--- config.mk ---
export PLATFORM = sky130hd
export DESIGN_NAME = mac_accum_flat
export DESIGN_NICKNAME = d
export VERILOG_FILES = /design/src/rtl/mac_accum_if.sv /design/src/rtl/mac_accum.sv /design/src/flat_wrapper.sv
export SDC_FILE = /design/constraint.sdc
export NUM_CORES = 1
export LEC_CHECK = 0
export CAP_MARGIN = 20
export CELL_PAD_IN_SITES_DETAIL_PLACEMENT = 1
export CELL_PAD_IN_SITES_GLOBAL_PLACEMENT = 2
export CORE_MARGIN = 2
export CORE_UTILIZATION = 25
export DETAILED_ROUTE_END_ITERATION = 6
export GPL_TIMING_DRIVEN = 0
export PLACE_DENSITY = 0.74
export SYNTH_ARGS = -nofsm -noshare
export SYNTH_HDL_FRONTEND = slang
export SYNTH_SLANG_ARGS = --single-unit
--- constraint.sdc ---
create_clock -name clk -period 2.2 [get_ports clk]
set_input_delay 0.55 -clock clk [delete_from_list [all_inputs] [get_ports clk]]
set_output_delay 0.55 -clock clk [all_outputs]
set_load 0.05 [all_outputs]
--- src/rtl/mac_accum_if.sv ---
// Product-in / sum-out handshake bundle for mac_accum.
// The master drives products and consumes sums; the slave is the accumulator.
interface mac_accum_if #(
    parameter int ACC_W = 12
);
    logic [7:0]       in_prod;
    logic             in_valid;
    logic             in_ready;
    logic             in_clear;
    logic [ACC_W-1:0] out_sum;
    logic             out_valid;
    logic             out_ready;

    modport master (
        output in_prod, in_valid, in_clear, out_ready,
        input  in_ready, out_sum, out_valid
    );

    modport slave (
        input  in_prod, in_valid, in_clear, out_ready,
        output in_ready, out_sum, out_valid
    );
endinterface

--- src/rtl/mac_accum.sv ---
// Sums LEN unsigned 8-bit products, then holds the result until the consumer takes it.
// in_clear aborts everything synchronously and wins over any other input.
module mac_accum #(
    parameter int LEN   = 4,
    parameter int ACC_W = 12
) (
    input  logic      clk,
    input  logic      rst_n,
    mac_accum_if.slave bus
);
    localparam int CNT_W = (LEN > 1) ? $clog2(LEN) : 1;
    localparam logic [CNT_W-1:0] LAST = CNT_W'(LEN - 1);

    typedef enum logic {ACCUM = 1'b0, HOLD = 1'b1} state_t;

    state_t           state, state_nxt;
    logic [ACC_W-1:0] acc;
    logic [CNT_W-1:0] cnt;
    logic [ACC_W-1:0] sum;
    logic             sum_vld;
    logic             ready;
    logic             accept;
    logic             last;
    logic             take;

    assign accept = bus.in_valid & ready & ~bus.in_clear;
    assign last   = accept & (cnt == LAST);
    assign take   = sum_vld & bus.out_ready & ~bus.in_clear;

    always_ff @(posedge clk or negedge rst_n) begin
        if (!rst_n) state <= ACCUM;
        else        state <= state_nxt;
    end

    always_comb begin
        state_nxt = state;
        if (bus.in_clear) begin
            state_nxt = ACCUM;
        end else begin
            case (state)
                ACCUM:   if (last) state_nxt = HOLD;
                HOLD:    if (take) state_nxt = ACCUM;
                default: state_nxt = ACCUM;
            endcase
        end
    end

    // in_ready depends on registered state only, so no input-to-output path
    always_comb begin
        ready = (state == ACCUM);
    end

    always_ff @(posedge clk or negedge rst_n) begin
        if (!rst_n) begin
            acc     <= '0;
            cnt     <= '0;
            sum     <= '0;
            sum_vld <= 1'b0;
        end else if (bus.in_clear) begin
            acc     <= '0;
            cnt     <= '0;
            sum_vld <= 1'b0;
        end else if (last) begin
            sum     <= acc + ACC_W'(bus.in_prod);
            acc     <= '0;
            cnt     <= '0;
            sum_vld <= 1'b1;
        end else if (accept) begin
            acc <= acc + ACC_W'(bus.in_prod);
            cnt <= cnt + CNT_W'(1);
        end else if (take) begin
            sum_vld <= 1'b0;
        end
    end

    // sum keeps its last value after the handshake; out_valid alone qualifies it
    assign bus.in_ready  = ready;
    assign bus.out_sum   = sum;
    assign bus.out_valid = sum_vld;
endmodule

--- src/flat_wrapper.sv ---
// flat-port wrapper written by rule: the top's interface ports become plain ports
module mac_accum_flat 
#(
    parameter int LEN   = 4,
    parameter int ACC_W = 12
)
  (clk, rst_n, bus_in_prod, bus_in_valid, bus_in_clear, bus_out_ready, bus_in_ready, bus_out_sum, bus_out_valid);
  mac_accum_if #(.ACC_W(ACC_W)) bus_i ();
  input  logic clk;
  input  logic rst_n;
  input wire logic [$bits(bus_i.in_prod)-1:0] bus_in_prod;
  input wire logic [$bits(bus_i.in_valid)-1:0] bus_in_valid;
  input wire logic [$bits(bus_i.in_clear)-1:0] bus_in_clear;
  input wire logic [$bits(bus_i.out_ready)-1:0] bus_out_ready;
  output wire logic [$bits(bus_i.in_ready)-1:0] bus_in_ready;
  output wire logic [$bits(bus_i.out_sum)-1:0] bus_out_sum;
  output wire logic [$bits(bus_i.out_valid)-1:0] bus_out_valid;
  assign bus_i.in_prod = bus_in_prod;
  assign bus_i.in_valid = bus_in_valid;
  assign bus_i.in_clear = bus_in_clear;
  assign bus_i.out_ready = bus_out_ready;
  assign bus_in_ready = bus_i.in_ready;
  assign bus_out_sum = bus_i.out_sum;
  assign bus_out_valid = bus_i.out_valid;
  mac_accum #(.LEN(LEN), .ACC_W(ACC_W)) u_core (.clk(clk), .rst_n(rst_n), .bus(bus_i));
endmodule
==> impl_metrics.prom, run 1 <==
# TYPE chip_impl_metric gauge
chip_impl_info{name="worstHoldPathType",value="flop to flop"} 1
chip_impl_metric{name="gpl.final_weighted_congestion",unit=""} 0.761
chip_impl_metric{name="cts-root-to-sink-buffers",unit=""} 2
chip_impl_metric{name="synth_area_per_cell",unit="um^2"} 10.3
chip_impl_metric{name="layout_cells_sized_above_1",unit="%"} 20.5
chip_impl_metric{name="maxSlewViolCount",unit=""} 0
chip_impl_metric{name="antenna_found_initial",unit=""} 0
chip_impl_metric{name="final_cell_area",unit="um^2"} 2140
chip_impl_info{name="worstSetupStartpoint",value="bus_in_prod[0]"} 1
chip_impl_info{name="reg2reg_from",value="u_core.acc[0]$_DFFE_PN0P_"} 1
chip_impl_metric{name="place.port_buffers",unit=""} 26
chip_impl_metric{name="syn-num-nets",unit=""} 174
chip_impl_metric{name="drt_pass1_iterations",unit=""} 4
chip_impl_metric{name="worst_ep_arrival_time",unit="ns"} 2.30
chip_impl_info{name="worstSetupPathType",value="input port to flop"} 1
chip_impl_metric{name="area_overhead_vs_synth",unit="%"} 38.0
chip_impl_metric{name="cts.sink_count",unit=""} 28
chip_impl_metric{name="clock_insertion_delay_worst_skew",unit="ns"} 0.27
chip_impl_info{name="r2r_end",value="u_core.bus.out_sum[6]$_DFFE_PN0P_"} 1
chip_impl_metric{name="r2r_slack",unit="ns"} 0.13
chip_impl_metric{name="grt_use_total",unit="%"} 11.7
chip_impl_metric{name="synth.yosys.seq_area_share",unit="%"} 45.1
chip_impl_info{name="critPathCaptureType",value="flop"} 1
chip_impl_metric{name="power-per-cell-area",unit="nW/um^2"} 753
chip_impl_metric{name="die_width",unit="um"} 82.8
chip_impl_metric{name="finalHoldViolCount",unit=""} 0
chip_impl_metric{name="worst_pin_slew",unit="ns"} 0.749
chip_impl_metric{name="synth_cells",unit=""} 151
chip_impl_metric{name="start_util",unit="%"} 26.1
chip_impl_metric{name="final_min_period_over_clock_period",unit="%"} 97.2
chip_impl_metric{name="final.hold.worst_slack",unit="ns"} 0.490
chip_impl_metric{name="htree_levels",unit=""} 1
chip_impl_metric{name="timing.critical_path.required",unit="ns"} 2.36
chip_impl_metric{name="dpl_cell_area",unit="um^2"} 1950
chip_impl_metric{name="ant_nets",unit=""} 0
chip_impl_metric{name="viasPerCell",unit=""} 4.76
chip_impl_info{name="synth_largest_area_cell",value="sky130_fd_sc_hd__dfrtp_1"} 1
chip_impl_metric{name="vdd_ir_drop_max",unit="mV"} 0.335
chip_impl_metric{name="skew",unit="ns"} 0.00666
chip_impl_metric{name="syn_area",unit="um^2"} 1550
chip_impl_metric{name="std_cell_rows",unit=""} 28
chip_impl_metric{name="cts_inserted_buffers",unit=""} 3
chip_impl_metric{name="grt_overflow_total",unit=""} 0
chip_impl_metric{name="grt_max_degree",unit=""} 17
chip_impl_metric{name="wire_length_of_the_first_global_routing_pass",unit="um"} 6610
chip_impl_metric{name="path_depth_of_the_worst_reg2reg_path",unit=""} 8
chip_impl_metric{name="relSlewSlack",unit="%"} 49.9
chip_impl_metric{name="clock_transition_at_the_registers_of_the_reported_paths",unit="ns"} 0.10
chip_impl_metric{name="number_of_distinct_library_cells_after_synthesis",unit=""} 35
chip_impl_info{name="status",value="completed"} 1
chip_impl_metric{name="max_clock_freq",unit="GHz"} 0.468
chip_impl_metric{name="nets",unit=""} 209
chip_impl_metric{name="cp_max_fo",unit=""} 2
chip_impl_metric{name="power_leakage",unit="uW"} 0.000941
chip_impl_info{name="synth_area_leaders",value="sky130_fd_sc_hd__dfrtp_1 (45%), sky130_fd_sc_hd__ha_1 (7.2%), sky130_fd_sc_hd__mux2_2 (5.1%)"} 1
chip_impl_metric{name="design.portCount",unit=""} 27
chip_impl_metric{name="max-cap-violations",unit=""} 0
chip_impl_metric{name="die-height",unit="um"} 82.8
chip_impl_metric{name="die_area",unit="um^2"} 6860
chip_impl_metric{name="antenna_cells_inserted",unit=""} 0
chip_impl_info{name="worstSetupEndpoint",value="u_core.bus.out_sum[6]$_DFFE_PN0P_"} 1
chip_impl_metric{name="num_vias",unit=""} 1237
chip_impl_metric{name="core",unit="um^2"} 5960
chip_impl_metric{name="drtIter0Drc",unit=""} 52
chip_impl_info{name="clock-root-buffer",value="sky130_fd_sc_hd__clkbuf_8"} 1
chip_impl_metric{name="fraction_of_post_synthesis_cell_area_in_the_top_cell_type_by_area",unit="%"} 45.1
chip_impl_metric{name="fill_cells",unit=""} 679
chip_impl_metric{name="routed_wire_length_per_instance",unit="um"} 14.9
chip_impl_metric{name="period_needed",unit="ns"} 2.14
chip_impl_metric{name="final_wirelength",unit="um"} 3880
chip_impl_metric{name="hpwlAfterDp",unit="um"} 2800
chip_impl_metric{name="remaining_drc_errors",unit=""} 0
chip_impl_info{name="cts_tree",value="yes"} 1
chip_impl_metric{name="grt_pass1_vias",unit=""} 1299
chip_impl_metric{name="ys.warnings.count",unit=""} 0
chip_impl_metric{name="setup_viol",unit=""} 0
chip_impl_info{name="rsz_0062_raised_after_global_routing",value="true"} 1
chip_impl_metric{name="synth.ff_latch_count",unit=""} 28
chip_impl_info{name="critPathLaunchType",value="input port"} 1
kinds of logic after synthesis:
group                    count (synthesis)  share of synthesized area, %
flip-flops                              28                          45.1
AO/OA/AOI/OAI                           45                          19.2
adder cells (fa/ha/maj)                 10                          8.53
AND/OR/NAND/NOR                         38                          12.5
multiplexers                             8                          5.72
buffers and inverters                   12                          3.38
XOR/XNOR                                10                          5.64
synth_stat cells:
cell	n
sky130_fd_sc_hd__a211oi_1	3
sky130_fd_sc_hd__a211oi_4	1
sky130_fd_sc_hd__a21o_2	1
sky130_fd_sc_hd__a21oi_1	11
sky130_fd_sc_hd__a22o_1	6
sky130_fd_sc_hd__a22o_2	1
sky130_fd_sc_hd__a31oi_1	1
sky130_fd_sc_hd__and2_1	1
sky130_fd_sc_hd__and2b_1	1
sky130_fd_sc_hd__and4_1	1
sky130_fd_sc_hd__buf_6	1
sky130_fd_sc_hd__clkbuf_1	4
sky130_fd_sc_hd__dfrtp_1	28
sky130_fd_sc_hd__fa_1	1
sky130_fd_sc_hd__ha_1	9
sky130_fd_sc_hd__inv_1	7
sky130_fd_sc_hd__mux2_2	7
sky130_fd_sc_hd__mux2i_1	1
sky130_fd_sc_hd__nand2_1	15
sky130_fd_sc_hd__nand2_2	1
sky130_fd_sc_hd__nand2b_1	1
sky130_fd_sc_hd__nand2b_4	1
sky130_fd_sc_hd__nand3_1	2
sky130_fd_sc_hd__nor2_1	9
sky130_fd_sc_hd__nor3_1	1
sky130_fd_sc_hd__nor4b_2	1
sky130_fd_sc_hd__o2111a_1	1
sky130_fd_sc_hd__o211ai_1	1
sky130_fd_sc_hd__o21ai_0	15
sky130_fd_sc_hd__o21ai_1	1
sky130_fd_sc_hd__o21ai_2	1
sky130_fd_sc_hd__o31ai_1	2
sky130_fd_sc_hd__or3_1	4
sky130_fd_sc_hd__xnor2_1	4
sky130_fd_sc_hd__xor2_1	6
worst max-delay path, stage by stage:
cell and delay, ns:
sky130_fd_sc_hd__clkdlybuf4s15_1 0.16, sky130_fd_sc_hd__ha_2 0.17, sky130_fd_sc_hd__inv_2 0.04, sky130_fd_sc_hd__fa_2 0.33, sky130_fd_sc_hd__nand2b_4 0.16, sky130_fd_sc_hd__a211oi_4 0.23, sky130_fd_sc_hd__and2b_1 0.24, sky130_fd_sc_hd__xnor2_2 0.14
sky130_fd_sc_hd__mux2_4 0.27
per-stage QoR:
step / std cells / util [%] / setup WS [ns] / setup TNS (ns) / total power [uW]
6_report: 260 / 36.0 / 0.0619 / 0 / 1620
5_1_grt: 260 / 36.0 / -0.0190 / -0.0257 / 1710
4_1_cts: 260 / 34.9 / 0.00390 / 0 / 1610
3_5_place_dp: 253 / 32.8 / -0.541 / -5.75 / 1170
3_3_place_gp: 252 / 32.3 / -0.573 / -5.60 / 1150
2_1_floorplan: 151 / - / 0.0475 / 0 / 987
worst min-delay path by stage:
stage | slack [ns] | from | to | cells after the start
final | 0.49 | u_core.bus.out_sum[8]$_DFFE_PN0P_ | u_core.bus.out_sum[8]$_DFFE_PN0P_ | 2
after global routing | 0.53 | u_core.bus.out_sum[6]$_DFFE_PN0P_ | u_core.bus.out_sum[6]$_DFFE_PN0P_ | 1
after CTS | 0.50 | u_core.bus.out_sum[9]$_DFFE_PN0P_ | u_core.bus.out_sum[9]$_DFFE_PN0P_ | 2
after detailed placement | 0.47 | u_core.bus.out_sum[9]$_DFFE_PN0P_ | u_core.bus.out_sum[9]$_DFFE_PN0P_ | 2
after global placement | 0.47 | u_core.bus.out_sum[10]$_DFFE_PN0P_ | u_core.bus.out_sum[10]$_DFFE_PN0P_ | 2
after floorplan | 0.25 | rst_n | u_core.acc[0]$_DFFE_PN0P_ | 0
power by group:
group          leakage [uW]  switching (uW)  internal [uW]  total, uW
clock             0.0000357             161            243        405
sequential         0.000381            41.5            575        617
combinational      0.000524             343            251        594
total              0.000941             546           1070       1620
routing by layer:
layer | global-route usage (%) | wire, um | vias to the layer above | share of wire (%)
met5 | 0 | 0 | - | 0
met4 | 2.24 | 16 | 0 | 0.41
met3 | 1.69 | 116 | 2 | 3.0
met2 | 20.0 | 1920 | 20 | 49
met1 | 15.9 | 1830 | 610 | 47
li1 | - | - | 605 | -
flip-flops by register name, summed over array words and instances, names as in the netlist:
signal,cells
u_core.cnt,2
u_core.bus.out_sum,12
u_core.state,1
u_core.acc,12
u_core.bus.out_valid,1
layout make-up:
class	count	area (um^2)	share of cell area, %
timing repair buffer	30	314	14.6
buffer	5	27.5	1.28
multi-input combinational	111	911	42.5
inverter	7	26.3	1.23
clock buffer	3	41.3	1.93
clock inverter	1	30.0	1.40
tap	75	93.8	4.38
sequential	28	701	32.7
layout by cell type, fill, tap and decap left out, types with 2 or more instances in the layout:
| cell type | n |
|---|---|
| sky130_fd_sc_hd__or3_1 | 4 |
| sky130_fd_sc_hd__dlymetal6s2s_1 | 2 |
| sky130_fd_sc_hd__o31ai_1 | 2 |
| sky130_fd_sc_hd__a22o_1 | 6 |
| sky130_fd_sc_hd__a211oi_4 | 2 |
| sky130_fd_sc_hd__nand2b_4 | 2 |
| sky130_fd_sc_hd__inv_1 | 6 |
| sky130_fd_sc_hd__mux2_2 | 6 |
| sky130_fd_sc_hd__a21oi_1 | 9 |
| sky130_fd_sc_hd__buf_4 | 3 |
| sky130_fd_sc_hd__ha_2 | 2 |
| sky130_fd_sc_hd__nor2_1 | 9 |
| sky130_fd_sc_hd__clkbuf_8 | 3 |
| sky130_fd_sc_hd__ha_1 | 3 |
| sky130_fd_sc_hd__nand2_1 | 15 |
| sky130_fd_sc_hd__nand3_1 | 2 |
| sky130_fd_sc_hd__clkbuf_1 | 3 |
| sky130_fd_sc_hd__a21oi_2 | 2 |
| sky130_fd_sc_hd__xor2_1 | 6 |
| sky130_fd_sc_hd__clkdlybuf4s50_1 | 22 |
| sky130_fd_sc_hd__xnor2_1 | 3 |
| sky130_fd_sc_hd__ha_4 | 4 |
| sky130_fd_sc_hd__o21ai_0 | 15 |
| sky130_fd_sc_hd__dfrtp_1 | 28 |
what timing repair did:
item	in CTS	in global routing
hold buffers	0	0
setup buffers	3	0
setup endpoints to repair	11	9
resized for setup	10	12
pin swaps	4	6
Power figures use the tool's default switching activity.
==> run 2, diff against run 1 <==
--- a/config.mk
+++ b/config.mk
@@ -11,8 +11,10 @@
 export CORE_MARGIN = 2
 export CORE_UTILIZATION = 25
 export DETAILED_ROUTE_END_ITERATION = 6
+export GPL_ROUTABILITY_DRIVEN = 0
 export GPL_TIMING_DRIVEN = 0
 export PLACE_DENSITY = 0.74
+export SLEW_MARGIN = 20
 export SYNTH_ARGS = -nofsm -noshare
 export SYNTH_HDL_FRONTEND = slang
 export SYNTH_SLANG_ARGS = --single-unit
==> run 2 against run 1 <==
Die area did not move; count of clock-buffer cells in the layout grew 1; routed wire length is 3.4% lower; combinational power is 3% lower; via count fell by 1.1%; cell area decreased by 3.0%; utilization down 1.1 points; critical endpoint unchanged; largest cell class unchanged; largest power group unchanged; highest routed layer unchanged.
==> impl_metrics.prom, run 2 (synthesis gave the netlist of run 1 again) <==
# TYPE chip_impl_metric gauge
chip_impl_info{name="r2r_end",value="u_core.bus.out_sum[6]$_DFFE_PN0P_"} 1
chip_impl_info{name="layout_common_cells",value="sky130_fd_sc_hd__dfrtp_1 (28), sky130_fd_sc_hd__clkdlybuf4s50_1 (20), sky130_fd_sc_hd__nand2_1 (15)"} 1
chip_impl_metric{name="nets",unit=""} 208
chip_impl_metric{name="antenna_found_initial",unit=""} 0
chip_impl_metric{name="cts.sink_count",unit=""} 28
chip_impl_metric{name="die_area",unit="um^2"} 6860
chip_impl_metric{name="max-cap-violations",unit=""} 0
chip_impl_metric{name="power-per-cell-area",unit="nW/um^2"} 732
chip_impl_metric{name="power_frac_seq",unit="%"} 40.3
chip_impl_metric{name="power.share.combinational",unit="%"} 37.8
chip_impl_info{name="status",value="completed"} 1
chip_impl_metric{name="cts_inserted_buffers",unit=""} 3
chip_impl_metric{name="hpwlAfterDp",unit="um"} 2700
chip_impl_metric{name="power_leakage",unit="uW"} 0.000927
chip_impl_metric{name="p_sw_share",unit="%"} 35.9
chip_impl_metric{name="core",unit="um^2"} 5960
chip_impl_metric{name="final_cell_area",unit="um^2"} 2080
chip_impl_metric{name="wire_length_of_the_first_global_routing_pass",unit="um"} 6270
chip_impl_metric{name="dpl_cell_area",unit="um^2"} 1920
chip_impl_metric{name="final.hold.worst_slack",unit="ns"} 0.292
chip_impl_metric{name="area_overhead_vs_synth",unit="%"} 33.9
chip_impl_metric{name="setup_slack",unit="ns"} 0.0544
chip_impl_info{name="worstSetupPathType",value="input port to flop"} 1
chip_impl_metric{name="viasPerCell",unit=""} 4.72
chip_impl_metric{name="routed_wire_length_per_instance",unit="um"} 14.5
chip_impl_metric{name="worst_pin_slew",unit="ns"} 0.672
chip_impl_metric{name="placedCellCount",unit=""} 252
chip_impl_info{name="worstHoldPathType",value="input port to async pin"} 1
chip_impl_metric{name="layout_cells_sized_above_1",unit="%"} 20.7
chip_impl_metric{name="die_width",unit="um"} 82.8
chip_impl_metric{name="p_int",unit="uW"} 976
chip_impl_metric{name="num_vias",unit=""} 1223
chip_impl_metric{name="ctsHoldBuffers",unit=""} 0
chip_impl_info{name="clock-root-buffer",value="sky130_fd_sc_hd__clkbuf_8"} 1
chip_impl_metric{name="finalHoldViolCount",unit=""} 0
chip_impl_metric{name="r2r_slack",unit="ns"} 0.14
chip_impl_info{name="critPathCaptureType",value="flop"} 1
chip_impl_metric{name="cp_max_fo",unit=""} 6
chip_impl_metric{name="grt_use_total",unit="%"} 11.2
chip_impl_metric{name="vdd_ir_drop_max",unit="mV"} 0.311
chip_impl_info{name="chain_of_cells_forming_the_critical_path",value="clkdlybuf4s50_1 > ha_2 > nand2_1 > a211oi_2 > and2b_2 > xnor2_2 > mux2_4"} 1
chip_impl_metric{name="cp.buffers_inverters",unit=""} 1
chip_impl_metric{name="setup_viol",unit=""} 0
chip_impl_metric{name="period_needed",unit="ns"} 2.15
chip_impl_metric{name="std_cell_rows",unit=""} 28
chip_impl_metric{name="worst_ep_arrival_time",unit="ns"} 2.32
chip_impl_metric{name="die-height",unit="um"} 82.8
chip_impl_metric{name="final_wirelength",unit="um"} 3740
chip_impl_metric{name="grt_overflow_total",unit=""} 0
chip_impl_metric{name="share_clk_of_total_power",unit="%"} 21.9
chip_impl_metric{name="final_min_period_over_clock_period",unit="%"} 97.5
chip_impl_info{name="worstSetupStartpoint",value="bus_in_prod[5]"} 1
chip_impl_info{name="layout.cells.most_common",value="sky130_fd_sc_hd__dfrtp_1"} 1
chip_impl_info{name="cts_tree",value="yes"} 1
chip_impl_info{name="reg2reg_from",value="u_core.acc[0]$_DFFE_PN0P_"} 1
chip_impl_metric{name="drt_pass1_iterations",unit=""} 4
chip_impl_metric{name="design.portCount",unit=""} 27
chip_impl_metric{name="post-place-ws",unit="ns"} -0.535
chip_impl_metric{name="antenna_cells_inserted",unit=""} 0
chip_impl_metric{name="cp_slowest_stage_delay",unit="ns"} 0.42
chip_impl_metric{name="relSlewSlack",unit="%"} 55.2
chip_impl_metric{name="final_cell_count_no_fill",unit=""} 259
chip_impl_metric{name="critical_path_cell_count",unit=""} 7
chip_impl_metric{name="grt_pass1_vias",unit=""} 1246
chip_impl_metric{name="htree_levels",unit=""} 1
chip_impl_metric{name="ant_nets",unit=""} 0
chip_impl_metric{name="start_util",unit="%"} 26.1
chip_impl_metric{name="cts-root-to-sink-buffers",unit=""} 2
chip_impl_metric{name="net-switching-power",unit="uW"} 547
chip_impl_metric{name="grt_max_degree",unit=""} 29
chip_impl_metric{name="clock_transition_at_the_registers_of_the_reported_paths",unit="ns"} 0.10
chip_impl_metric{name="timing.critical_path.required",unit="ns"} 2.37
chip_impl_info{name="critPathLaunchType",value="input port"} 1
chip_impl_metric{name="drtIter0Drc",unit=""} 60
chip_impl_metric{name="maxSlewViolCount",unit=""} 0
chip_impl_metric{name="max_clock_freq",unit="GHz"} 0.466
chip_impl_metric{name="place.port_buffers",unit=""} 26
chip_impl_metric{name="path_depth_of_the_worst_reg2reg_path",unit=""} 8
chip_impl_info{name="cp_top_family",value="buffers and inverters"} 1
chip_impl_info{name="crit_slowest_cell",value="sky130_fd_sc_hd__clkdlybuf4s50_1"} 1
chip_impl_info{name="worstSetupEndpoint",value="u_core.bus.out_sum[6]$_DFFE_PN0P_"} 1
chip_impl_metric{name="clock_insertion_delay_worst_skew",unit="ns"} 0.28
chip_impl_metric{name="final_util",unit="%"} 34.9
chip_impl_metric{name="remaining_drc_errors",unit=""} 0
chip_impl_metric{name="skew",unit="ns"} 0.00774
run 2: cell type report:
class | instances | area, um^2
sequential | 28 | 701
clock buffer | 4 | 55.1
multi-input combinational | 111 | 895
timing repair buffer | 29 | 284
fill | 678 | 3870
buffer | 5 | 26.3
tap | 75 | 93.8
inverter | 7 | 26.3
run 2: worst register-to-register path, stage by stage, from the launching register on:
cell                       delay [ns]
sky130_fd_sc_hd__dfrtp_1         0.36
sky130_fd_sc_hd__ha_2            0.19
sky130_fd_sc_hd__inv_2           0.04
sky130_fd_sc_hd__fa_2            0.34
sky130_fd_sc_hd__nand2b_4        0.16
sky130_fd_sc_hd__a211oi_2        0.20
sky130_fd_sc_hd__and2b_2         0.27
sky130_fd_sc_hd__xnor2_2         0.14
sky130_fd_sc_hd__mux2_4          0.27
run 2: per-stage QoR:
stage | TNS [ns] | total power, uW
after global placement | -5.60 | 1150
after floorplan | 0 | 987
after detailed placement | -5.54 | 1160
after global routing | -0.0152 | 1610
after CTS | 0 | 1510
final | 0 | 1520
run 2: worst min-delay path by stage:
| stage | startpoint | end | slack, ns | depth (start not counted) |
|---|---|---|---|---|
| CTS | rst_n | u_core.bus.out_sum[2]$_DFFE_PN0P_ | 0.31 | 1 |
| finish | rst_n | u_core.bus.out_sum[2]$_DFFE_PN0P_ | 0.29 | 1 |
| global placement | u_core.bus.out_sum[10]$_DFFE_PN0P_ | u_core.bus.out_sum[10]$_DFFE_PN0P_ | 0.47 | 2 |
| floorplan | rst_n | u_core.acc[0]$_DFFE_PN0P_ | 0.25 | 0 |
| detailed placement | u_core.bus.out_sum[1]$_DFFE_PN0P_ | u_core.bus.out_sum[1]$_DFFE_PN0P_ | 0.47 | 2 |
| global route | rst_n | u_core.bus.out_sum[2]$_DFFE_PN0P_ | 0.33 | 1 |
run 2: power groups by stage:
stage	Clock, uW	Sequential (uW)	Combinational (uW)
final	334	614	575
after global routing	362	624	629
after CTS	343	612	553
after detailed placement	0	621	537
after global placement	0	620	533
after floorplan	0	742	245
run 2: timing repair:
| item | CTS | global route |
|---|---|---|
| resized for setup | 7 | 14 |
| pin swaps | 4 | 9 |
| setup buffers | 2 | 1 |
| setup endpoints to repair | 11 | 9 |
| cloned | 0 | 0 |
run 2: metal layers:
layer / GRT usage (%) / vias up / wire length, um
met2: 17.0 / 18 / 1730
met5: 0 / - / 0
met4: 3.58 / 0 / 48
met3: 1.79 / 5 / 95
li1: - / 608 / -
met1: 16.3 / 592 / 1870
==> run 3, diff against run 2 <==
--- a/config.mk
+++ b/config.mk
@@ -9,11 +9,11 @@
 export CELL_PAD_IN_SITES_DETAIL_PLACEMENT = 1
 export CELL_PAD_IN_SITES_GLOBAL_PLACEMENT = 2
 export CORE_MARGIN = 2
-export CORE_UTILIZATION = 25
+export CORE_UTILIZATION = 33
 export DETAILED_ROUTE_END_ITERATION = 6
 export GPL_ROUTABILITY_DRIVEN = 0
 export GPL_TIMING_DRIVEN = 0
-export PLACE_DENSITY = 0.74
+export PLACE_DENSITY = 0.89
 export SLEW_MARGIN = 20
 export SYNTH_ARGS = -nofsm -noshare
 export SYNTH_HDL_FRONTEND = slang
==> run 3 against run 2 <==
Global-route usage increased by 4.8 points; critical path depth increased by 2; sequential share of layout area about the same; critical path type unchanged; critical endpoint unchanged; largest power group unchanged; first-iteration DRC count increased by 1.7%; highest routed layer unchanged; non-clock buffer count increased by 1.
==> impl_metrics.prom, run 3 (synthesis gave the netlist of run 1 again) <==
# TYPE chip_impl_metric gauge
chip_impl_info{name="status",value="completed"} 1
chip_impl_metric{name="grt_overflow_total",unit=""} 0
chip_impl_metric{name="clock_insertion_delay_worst_skew",unit="ns"} 0.28
chip_impl_metric{name="remaining_drc_errors",unit=""} 0
chip_impl_metric{name="drtIter0Drc",unit=""} 61
chip_impl_info{name="chain_of_cells_forming_the_critical_path",value="clkdlybuf4s15_1 > ha_2 > inv_2 > fa_2 > nand2b_4 > a211oi_2 > and2b_1 > xnor2_2 > mux2_4"} 1
chip_impl_metric{name="antenna_found_initial",unit=""} 0
chip_impl_metric{name="die_area",unit="um^2"} 5270
chip_impl_metric{name="report.power.total",unit="uW"} 1620
chip_impl_metric{name="power_leakage",unit="uW"} 0.000921
chip_impl_metric{name="cts-root-to-sink-buffers",unit=""} 2
chip_impl_metric{name="timing.critical_path.required",unit="ns"} 2.36
chip_impl_metric{name="htree_levels",unit=""} 1
chip_impl_metric{name="ant_nets",unit=""} 0
chip_impl_info{name="reg2reg_from",value="u_core.acc[0]$_DFFE_PN0P_"} 1
chip_impl_metric{name="cts_inserted_buffers",unit=""} 3
chip_impl_metric{name="wire_length_of_the_first_global_routing_pass",unit="um"} 6570
chip_impl_metric{name="layout_cells_sized_above_1",unit="%"} 20.5
chip_impl_metric{name="max-cap-violations",unit=""} 0
chip_impl_metric{name="skew",unit="ns"} 0.00878
chip_impl_metric{name="finalHoldViolCount",unit=""} 0
chip_impl_metric{name="grt_pass1_vias",unit=""} 1379
chip_impl_metric{name="setup_viol",unit=""} 0
chip_impl_metric{name="grt_use_total",unit="%"} 16.0
chip_impl_metric{name="final_wirelength",unit="um"} 3980
chip_impl_metric{name="cts.sink_count",unit=""} 28
chip_impl_metric{name="start_util",unit="%"} 35.0
chip_impl_metric{name="core",unit="um^2"} 4440
chip_impl_metric{name="drt_pass1_iterations",unit=""} 3
chip_impl_metric{name="worst_pin_slew",unit="ns"} 0.632
chip_impl_metric{name="cp_max_fo",unit=""} 2
chip_impl_metric{name="design.portCount",unit=""} 27
chip_impl_metric{name="cp_slowest_stage_delay",unit="ns"} 0.34
chip_impl_metric{name="nets",unit=""} 209
chip_impl_metric{name="maxSlewViolCount",unit=""} 0
chip_impl_metric{name="worst_ep_arrival_time",unit="ns"} 2.34
chip_impl_metric{name="final_cell_area",unit="um^2"} 2080
chip_impl_metric{name="vdd_ir_drop_max",unit="mV"} 0.427
chip_impl_info{name="cts_tree",value="yes"} 1
chip_impl_info{name="layout.cells.most_common",value="sky130_fd_sc_hd__dfrtp_1"} 1
chip_impl_metric{name="routed_wire_length_per_instance",unit="um"} 16.8
chip_impl_metric{name="std_cell_rows",unit=""} 24
chip_impl_info{name="worstHoldPathType",value="input port to async pin"} 1
chip_impl_info{name="clock-root-buffer",value="sky130_fd_sc_hd__clkbuf_8"} 1
chip_impl_metric{name="relSlewSlack",unit="%"} 57.9
chip_impl_metric{name="num_vias",unit=""} 1246
chip_impl_metric{name="area_overhead_vs_synth",unit="%"} 34.0
chip_impl_metric{name="max_clock_freq",unit="GHz"} 0.460
chip_impl_metric{name="viasPerCell",unit=""} 5.26
chip_impl_metric{name="hpwlAfterDp",unit="um"} 2860
chip_impl_metric{name="clock_transition_at_the_registers_of_the_reported_paths",unit="ns"} 0.09
chip_impl_metric{name="die-height",unit="um"} 72.6
chip_impl_metric{name="fill_cells",unit=""} 504
chip_impl_metric{name="period_needed",unit="ns"} 2.17
chip_impl_metric{name="final_min_period_over_clock_period",unit="%"} 98.8
chip_impl_metric{name="power-per-cell-area",unit="nW/um^2"} 778
chip_impl_metric{name="place.port_buffers",unit=""} 26
chip_impl_metric{name="grt_max_degree",unit=""} 29
chip_impl_info{name="critPathLaunchType",value="input port"} 1
chip_impl_info{name="cp_top_family",value="adder cells"} 1
chip_impl_info{name="worstSetupStartpoint",value="bus_in_prod[0]"} 1
chip_impl_metric{name="dpl_cell_area",unit="um^2"} 1890
chip_impl_metric{name="die_width",unit="um"} 72.6
chip_impl_metric{name="antenna_cells_inserted",unit=""} 0
chip_impl_info{name="crit_slowest_cell",value="sky130_fd_sc_hd__fa_2"} 1
chip_impl_info{name="critPathCaptureType",value="flop"} 1
chip_impl_metric{name="final_util",unit="%"} 46.8
chip_impl_info{name="layout_common_cells",value="sky130_fd_sc_hd__dfrtp_1 (28), sky130_fd_sc_hd__clkdlybuf4s50_1 (21), sky130_fd_sc_hd__nand2_1 (15), sky130_fd_sc_hd__o21ai_0 (15)"} 1
chip_impl_metric{name="cp.buffers_inverters",unit=""} 2
chip_impl_info{name="worstSetupPathType",value="input port to flop"} 1
==> run 3: cell count changes in the layout (fill, tap and decap cells not counted), sizes merged <==
cell / delta
buf: +1
clkbuf: -1
dlymetal6s2s: -1
bufinv: +1
clkdlybuf4s50: +1
==> run 3: routing by layer <==
layer / wire, um / global-route usage (%) / share of wire (%) / vias up
li1: - / - / - / 606
met5: 0 / 0 / 0 / -
met3: 42 / 0.829 / 1.1 / 4
met1: 1780 / 21.1 / 45 / 622
met2: 2110 / 28.3 / 53 / 14
met4: 42 / 4.94 / 1.1 / 0
==> run 3: worst paths after layout <==
kind | to | slack (ns) | cells past startpoint
min in group clk | u_core.bus.out_sum[8]$_DFFE_PN0P_ | 0.49 | 2
max in group asynchronous | u_core.bus.out_sum[1]$_DFFE_PN0P_ | 1.50 | 1
worst max-delay path | u_core.bus.out_sum[6]$_DFFE_PN0P_ | 0.03 | 9
worst min register to register | u_core.bus.out_sum[8]$_DFFE_PN0P_ | 0.49 | 2
worst max register to register | u_core.bus.out_sum[6]$_DFFE_PN0P_ | 0.09 | 8
worst min-delay path | u_core.bus.out_sum[4]$_DFFE_PN0P_ | 0.28 | 1
==> run 3: layout make-up <==
cell class,instances,area [um^2],area share (%)
multi-input combinational,111,903,43.4
clock inverter,1,30.0,1.44
tap,52,65.1,3.12
clock buffer,3,41.3,1.98
inverter,7,26.3,1.26
timing repair buffer,30,289,13.9
buffer,5,26.3,1.26
sequential,28,701,33.7
==> run 3: repair_timing <==
| item | in CTS | in global routing |
|---|---|---|
| cloned | 0 | 0 |
| resized for setup | 8 | 12 |
| hold buffers | 0 | 0 |
| pin swaps | 6 | 7 |
| endpoints found under the setup margin | 12 | 9 |
| buffers inserted | 2 | 2 |
==> run 3: power breakdown <==
| part | switching, uW | total, uW | internal [uW] |
|---|---|---|---|
| combinational | 347 | 595 | 248 |
| sequential | 40.9 | 616 | 575 |
| clock | 166 | 410 | 244 |
==> run 3: per-stage QoR <==
| step | hold WS [ns] | cells | TNS [ns] | setup WS (ns) |
|---|---|---|---|---|
| after floorplan | 0.254 | 151 | 0 | 0.0475 |
| after global placement | 0.464 | 229 | -5.35 | -0.542 |
| after detailed placement | 0.480 | 229 | -6.30 | -0.561 |
| after CTS | 0.310 | 235 | 0 | 0.000803 |
| after global routing | 0.324 | 237 | -0.0515 | -0.0228 |
| final | 0.285 | 237 | 0 | 0.0263 |
